**src/rtl/pipe_addsub.sv**
```systemverilog
// pipe_addsub: pipelined adder/subtractor with a valid/ready handshake.
// Each pipeline stage adds one SEG-bit segment with carry lookahead and
// passes the segment carry, the remaining operand bits and the result bits
// built so far to the next stage, so every stage holds a complete bundle.
module pipe_addsub #(
  parameter int WIDTH  = 16,
  parameter int STAGES = 4
) (
  input  logic             clk,
  input  logic             rst,
  input  logic             in_valid,
  output logic             in_ready,
  input  logic [WIDTH-1:0] a,
  input  logic [WIDTH-1:0] b,
  input  logic             sub,
  input  logic             cin,
  output logic             out_valid,
  input  logic             out_ready,
  output logic [WIDTH-1:0] sum,
  output logic             cout,
  output logic             ovf,
  output logic             zero,
  output logic             neg
);

  localparam int SEG  = WIDTH / STAGES;
  localparam int LAST = STAGES - 1;

  if ((WIDTH % STAGES) != 0 || WIDTH < 4 || WIDTH > 64) begin : g_bad_cfg
    $error("pipe_addsub: WIDTH must be 4..64 and divisible by STAGES");
  end

  logic             advance;

  logic             v_q   [STAGES];
  logic [WIDTH-1:0] a_q   [STAGES];
  logic [WIDTH-1:0] b_q   [STAGES];
  logic [WIDTH-1:0] s_q   [STAGES];
  logic             c_q   [STAGES];
  logic             cm_q  [STAGES];

  logic             v_src [STAGES];
  logic [WIDTH-1:0] a_src [STAGES];
  logic [WIDTH-1:0] b_src [STAGES];
  logic [WIDTH-1:0] s_src [STAGES];
  logic             c_src [STAGES];

  logic [WIDTH-1:0] s_nxt [STAGES];
  logic             c_nxt [STAGES];
  logic             cm_nxt[STAGES];

  // Whole pipe moves as one; a bubble in the last stage never blocks.
  assign advance  = ~v_q[LAST] | out_ready;
  assign in_ready = advance;

  // Stage inputs: stage 0 takes the ports (B inverted and carry forced for
  // subtraction), later stages take the previous stage register.
  always_comb begin
    v_src[0] = in_valid;
    a_src[0] = a;
    b_src[0] = sub ? ~b : b;
    s_src[0] = '0;
    c_src[0] = sub | cin;
    for (int k = 1; k < STAGES; k++) begin
      v_src[k] = v_q[k-1];
      a_src[k] = a_q[k-1];
      b_src[k] = b_q[k-1];
      s_src[k] = s_q[k-1];
      c_src[k] = c_q[k-1];
    end
  end

  // Per-stage generate/propagate carry lookahead over this stage's segment.
  always_comb begin
    logic [SEG-1:0] g;
    logic [SEG-1:0] p;
    logic [SEG:0]   cv;
    logic           acc;
    logic           pp;
    g   = '0;
    p   = '0;
    cv  = '0;
    acc = 1'b0;
    pp  = 1'b0;
    for (int k = 0; k < STAGES; k++) begin
      g     = a_src[k][k*SEG +: SEG] & b_src[k][k*SEG +: SEG];
      p     = a_src[k][k*SEG +: SEG] ^ b_src[k][k*SEG +: SEG];
      cv    = '0;
      cv[0] = c_src[k];
      for (int i = 0; i < SEG; i++) begin
        acc = g[i];
        pp  = p[i];
        for (int j = i - 1; j >= 0; j--) begin
          acc = acc | (pp & g[j]);
          pp  = pp & p[j];
        end
        cv[i+1] = acc | (pp & cv[0]);
      end
      s_nxt[k]               = s_src[k];
      s_nxt[k][k*SEG +: SEG] = p ^ cv[SEG-1:0];
      c_nxt[k]               = cv[SEG];
      cm_nxt[k]              = cv[SEG-1];
    end
  end

  // Pipeline registers: clear on reset, shift together on advance, else hold.
  always_ff @(posedge clk) begin
    if (rst) begin
      for (int k = 0; k < STAGES; k++) begin
        v_q[k]  <= 1'b0;
        a_q[k]  <= '0;
        b_q[k]  <= '0;
        s_q[k]  <= '0;
        c_q[k]  <= 1'b0;
        cm_q[k] <= 1'b0;
      end
    end else if (advance) begin
      for (int k = 0; k < STAGES; k++) begin
        v_q[k]  <= v_src[k];
        a_q[k]  <= a_src[k];
        b_q[k]  <= b_src[k];
        s_q[k]  <= s_nxt[k];
        c_q[k]  <= c_nxt[k];
        cm_q[k] <= cm_nxt[k];
      end
    end
  end

  // Flags come from the complete registered sum of the last stage; zero is
  // qualified by valid so an idle or reset pipe reports zero=0.
  assign out_valid = v_q[LAST];
  assign sum       = s_q[LAST];
  assign cout      = c_q[LAST];
  assign ovf       = c_q[LAST] ^ cm_q[LAST];
  assign zero      = v_q[LAST] & ~(|s_q[LAST]);
  assign neg       = s_q[LAST][WIDTH-1];

endmodule

```
**config.mk**
```make
export PLATFORM = sky130hd
export DESIGN_NAME = pipe_addsub
export DESIGN_NICKNAME = d
export VERILOG_FILES = /design/src/rtl/pipe_addsub.sv
export SDC_FILE = /design/constraint.sdc
export NUM_CORES = 1
export LEC_CHECK = 0
export CORE_MARGIN = 8
export CORE_UTILIZATION = 40
export CTS_BUF_LIST = sky130_fd_sc_hd__clkbuf_8
export CTS_CLUSTER_DIAMETER = 50
export DETAILED_ROUTE_END_ITERATION = 10
export DONT_BUFFER_PORTS = 1
export PLACE_DENSITY = 0.58
export SLEW_MARGIN = 10
export SYNTH_ARGS = -nofsm -noshare
export SYNTH_HDL_FRONTEND = slang
export SYNTH_SLANG_ARGS = --single-unit
```
**constraint.sdc**
```tcl
create_clock -name clk -period 4.8 [get_ports clk]
set_input_delay 1.2 -clock clk [delete_from_list [all_inputs] [get_ports clk]]
set_output_delay 1.2 -clock clk [all_outputs]
set_load 0.01 [all_outputs]
```
After elaboration in Yosys (flattened, before gate mapping) --
Memory sizes are Yosys's and may differ from the RTL's. Index checks and enable logic that the tools add are counted.
Storage, ports and cells: logic and storage cells 184, bits in registers 0, memories 6, output and inout port bits 22, RAM bits 204, input port bits 38
Memories:
- a_q | words 4, bits a word 16, rd ports 3, clocked after Yosys merged registers in 0, write ports 4, line 36 | logic [WIDTH-1:0] a_q [STAGES];
- b_q | words 4, bits a word 16, rd ports 3, clocked after Yosys merged registers in 0, write ports 4, line 37 | logic [WIDTH-1:0] b_q [STAGES];
- s_q | words 4, bits a word 16, rd ports 4, clocked after Yosys merged registers in 0, write ports 4, line 38 | logic [WIDTH-1:0] s_q [STAGES];
- c_q | words 4, bits a word 1, rd ports 4, clocked after Yosys merged registers in 0, write ports 4, line 39 | logic c_q [STAGES];
- cm_q | words 4, bits a word 1, rd ports 1, clocked after Yosys merged registers in 0, write ports 4, line 40 | logic cm_q [STAGES];
- v_q | words 4, bits a word 1, rd ports 4, clocked after Yosys merged registers in 0, write ports 4, line 35 | logic v_q [STAGES];
Cells by class: bitwise operators 147, reduce and logical (&&, ||, !) cells 1, muxes and demuxes 30
Operators by type and width (number):
- 2-to-1 mux 16 bit | 13
- bitwise OR 1 bit | 66
- AND 1 bit | 65
- XOR 4 bit | 8
- 2-to-1 mux 1 bit | 17
- AND 4 bit | 4
- inverter 16 bit | 1
- OR reduction 16 bit | 1
- inverter 1 bit | 2
- XOR 1 bit | 1

Longest topological paths before layout --
depth after elaboration 9, mapped depth 7

Worst setup path after synthesis --
Ideal clock, no wire load.
kind input port to flip-flop, start input out_ready, end memory a_q[0][10] (enable), cell stages on the path 3, path slack 0.385 ns, data arrival time 3.942 ns, buffers on the path 1, library setup time 0.472 ns, path through nand2b_4 -> clkbuf_1 -> nand2b_1
RTL lines:
- from (decl) | line 18 | input logic out_ready,
- to (decl) | line 36

==> qor.yml <==
p_sw_uw: 373
cellPowerDensity_nw_per_um2: 341
endpoint: "zero"
netlist.area_leader.share_pct: 64.2
timing.final.crit_share_pct: 60.1
timing.critical_path.from_type: "register"
layout-drive-gt1-share_pct: 10.2
timing.max_slew.rel_slack_pct: 43.1
synthTopCellsByCount: "edfxtp_1 (97), and3_1 (64), nor2_1 (26)"
power.sequential.fraction_pct: 63.1
place_ws_ns: 1.76
tritoncts: "built"
buffer_ports.inserted: 0
final_nets: 369
vias: 2297
fin_crit_ns: 2.88
finalHoldWorstSlack_ns: 0.550
p_sw_share_pct: 23.0
ys_dominant_reg_cell: "edfxtp_1"
outcome: "finished, final reports clean"
setup.worst_path.end_class: "output port"
avgSynthCellArea_um2: 14.4
worst-slew-pin-transition_ns: 0.853
leakage_nw: 2.12
dr_wl_cell_um: 15.8
gp_congestion: 0.749
worstRegToRegCells: 3
cts.clk_slew.worst_paths_ns: 0.09
fin_total_pwr_mw: 1.62
worstReg2RegStart: "v_q[3]$_DFFE_PP_"
drt.antenna.violating_nets: 0
floorplan.die.height_um: 123
ys_seq_area_share_pct: 64.2
timing.final.max_slew_violations: 0
postLayoutCoreUtil_pct: 42.4
yosys_register_bits: 97
power_report.internal_total_mw: 1.25
reg2reg_to: "s_q[2][11]$_SDFFCE_PN0P_"
max_clock_freq_mhz: 347
post-place-cells: 441
global_route_wire_length_before_repair_mm: 11.4
ys_types: 38
num-fill-cells: 1028
report.final.hold_viol_count: 0
postCtsResizedCells: 0
synth.most_common_cell: "edfxtp_1"
grt_max_degree: 76
initial_utilization_pct: 40.4
dieArea_um2: 15000
postRouteWirelength_mm: 7.24
first_global_vias: 2320
timing.clock.skew_ns: 0.00649
synthCells: 316
die_w_um: 123
ir_drop_v: 0.000120
max_cap_violations: 0
synth_nets: 376
numClockSinks: 97
cts_buffer_depth: 2
criticalPathCategory: "register to output port"
clock-root-buffer: "clkbuf_8"
rsz0062_at_grt: "no"
via_per_inst: 5.02
detailed_place_hpwl_mm: 4.78
hold_path_class: "register to register"
gr-usage-all-layers_pct: 9.72
worstSkewPairLatency_ns: 0.35
postCtsSetupRepairBufs: 0
fin_cells: 458
timing.final.ws_setup_ns: 1.92
pwr-share-clk_pct: 28.7
drt_iter0_markers: 172
crit_start: "s_q[3][5]$_SDFFCE_PN0P_"
finalSetupViolations: 0
share_comb_of_total_power_pct: 8.2
syn_to_final_growth_pct: 4.83
synth_enable_flop_cells: 97
reg2reg_setup_slack_ns: 2.64
io_pins: 60
placement.cell_area_um2: 4580
postSynth.asyncResetShare_pct: 0
synth_top_cells_by_area: "edfxtp_1 (64%), and3_1 (8.8%), ha_1 (5.0%)"
grt-ovfl-total: 0
synth.cell_area_um2: 4540
timing.setup.tns_ns: 0
final_area_um2: 4760
cp.required_ns: 3.60
worstPathMaxFanout: 2
first_pass_iters: 4
cts-htree-levels: 3
fp.coreArea_um2: 11200
cts_made_buffers: 9
synth.yosys.warnings: 0
grt_antenna_before_repair: 2
drc: 0
floorplan.rows: 39
timing.critical_path.arrival_ns: 1.68
cts-hold-fix-buffers: 0
holdCritStartpoint: "a_q[0][10]$_SDFFCE_PN0P_"
yosysTopAreaCell: "edfxtp_1"
-- registers in the layout (all words and copies together), names as in the netlist --
register,count
cm_q,1
s_q,40
b_q,24
v_q,4
c_q,4
a_q,24
-- placed cells by master, fill, tap and decap left out, types with 4 or more instances in the layout --
cell type,instances
nor3_1,4
nor2_1,26
fa_1,4
and3_1,64
nand3_1,6
mux2i_1,4
xnor2_1,12
o2bb2ai_1,5
ha_1,18
a21o_1,4
clkbuf_8,9
inv_1,13
xor2_1,9
edfxtp_1,97
-- power by group through the flow --
stage | Clock [mW] | Combinational (mW) | Sequential (mW)
6_report | 0.465 | 0.133 | 1.02
5_1_grt | 0.503 | 0.152 | 1.03
4_1_cts | 0.478 | 0.136 | 1.02
3_5_place_dp | 0 | 0.135 | 1.04
3_3_place_gp | 0 | 0.133 | 1.04
2_1_floorplan | 0 | 0.122 | 1.04
-- cells by family (layout without fill, tap and decap cells) --
logic type      Yosys count  after routing  synth area share [%]
xor+xnor                 21             21                  4.05
other cells               0              1                     0
simple gates            112            112                  14.5
flops                    97             97                  64.2
fa+ha+maj                22             22                  6.73
mux                       4              4                 0.883
compound gates           26             26                  4.72
buf+inv                  34             32                  4.94
-- how the worst min path moves through the flow --
stage	to	slack, ns	cells after the start
6_report	a_q[0][26]$_SDFFCE_PN0P_	0.55	1
2_1_floorplan	a_q[0][24]$_SDFFCE_PN0P_	0.53	1
3_3_place_gp	s_q[2][6]$_SDFFCE_PN0P_	0.53	1
3_5_place_dp	b_q[0][47]$_SDFFCE_PN0P_	0.54	1
5_1_grt	b_q[0][44]$_SDFFCE_PN0P_	0.57	1
4_1_cts	b_q[0][44]$_SDFFCE_PN0P_	0.55	1
-- routing by layer --
metal,vias to the layer above,wire length (um),GRT usage (%)
met5,-,8,0
met3,13,528,3.50
met1,1075,3360,12.3
li1,1150,-,-
met2,57,3190,14.3
met4,2,157,5.26
-- worst max-delay path, cell delays in order (launching register included) --
cell and delay [ns]:
edfxtp_1 0.45, nor4_1 0.43, nand4_1 0.17, nor4_2 0.28
-- area by class of cell --
type	count	area [um2]	area share, %
sequential	97	2910	61.2
multi-input combinational	185	1410	29.6
tap	143	179	3.76
clock buffer	9	124	2.60
inverter	13	48.8	1.03
clock inverter	7	46.3	0.973
timing repair buffer	3	35.0	0.737
antenna	1	2.50	0.0526
Note: power is estimated with default switching activity, not from simulation.
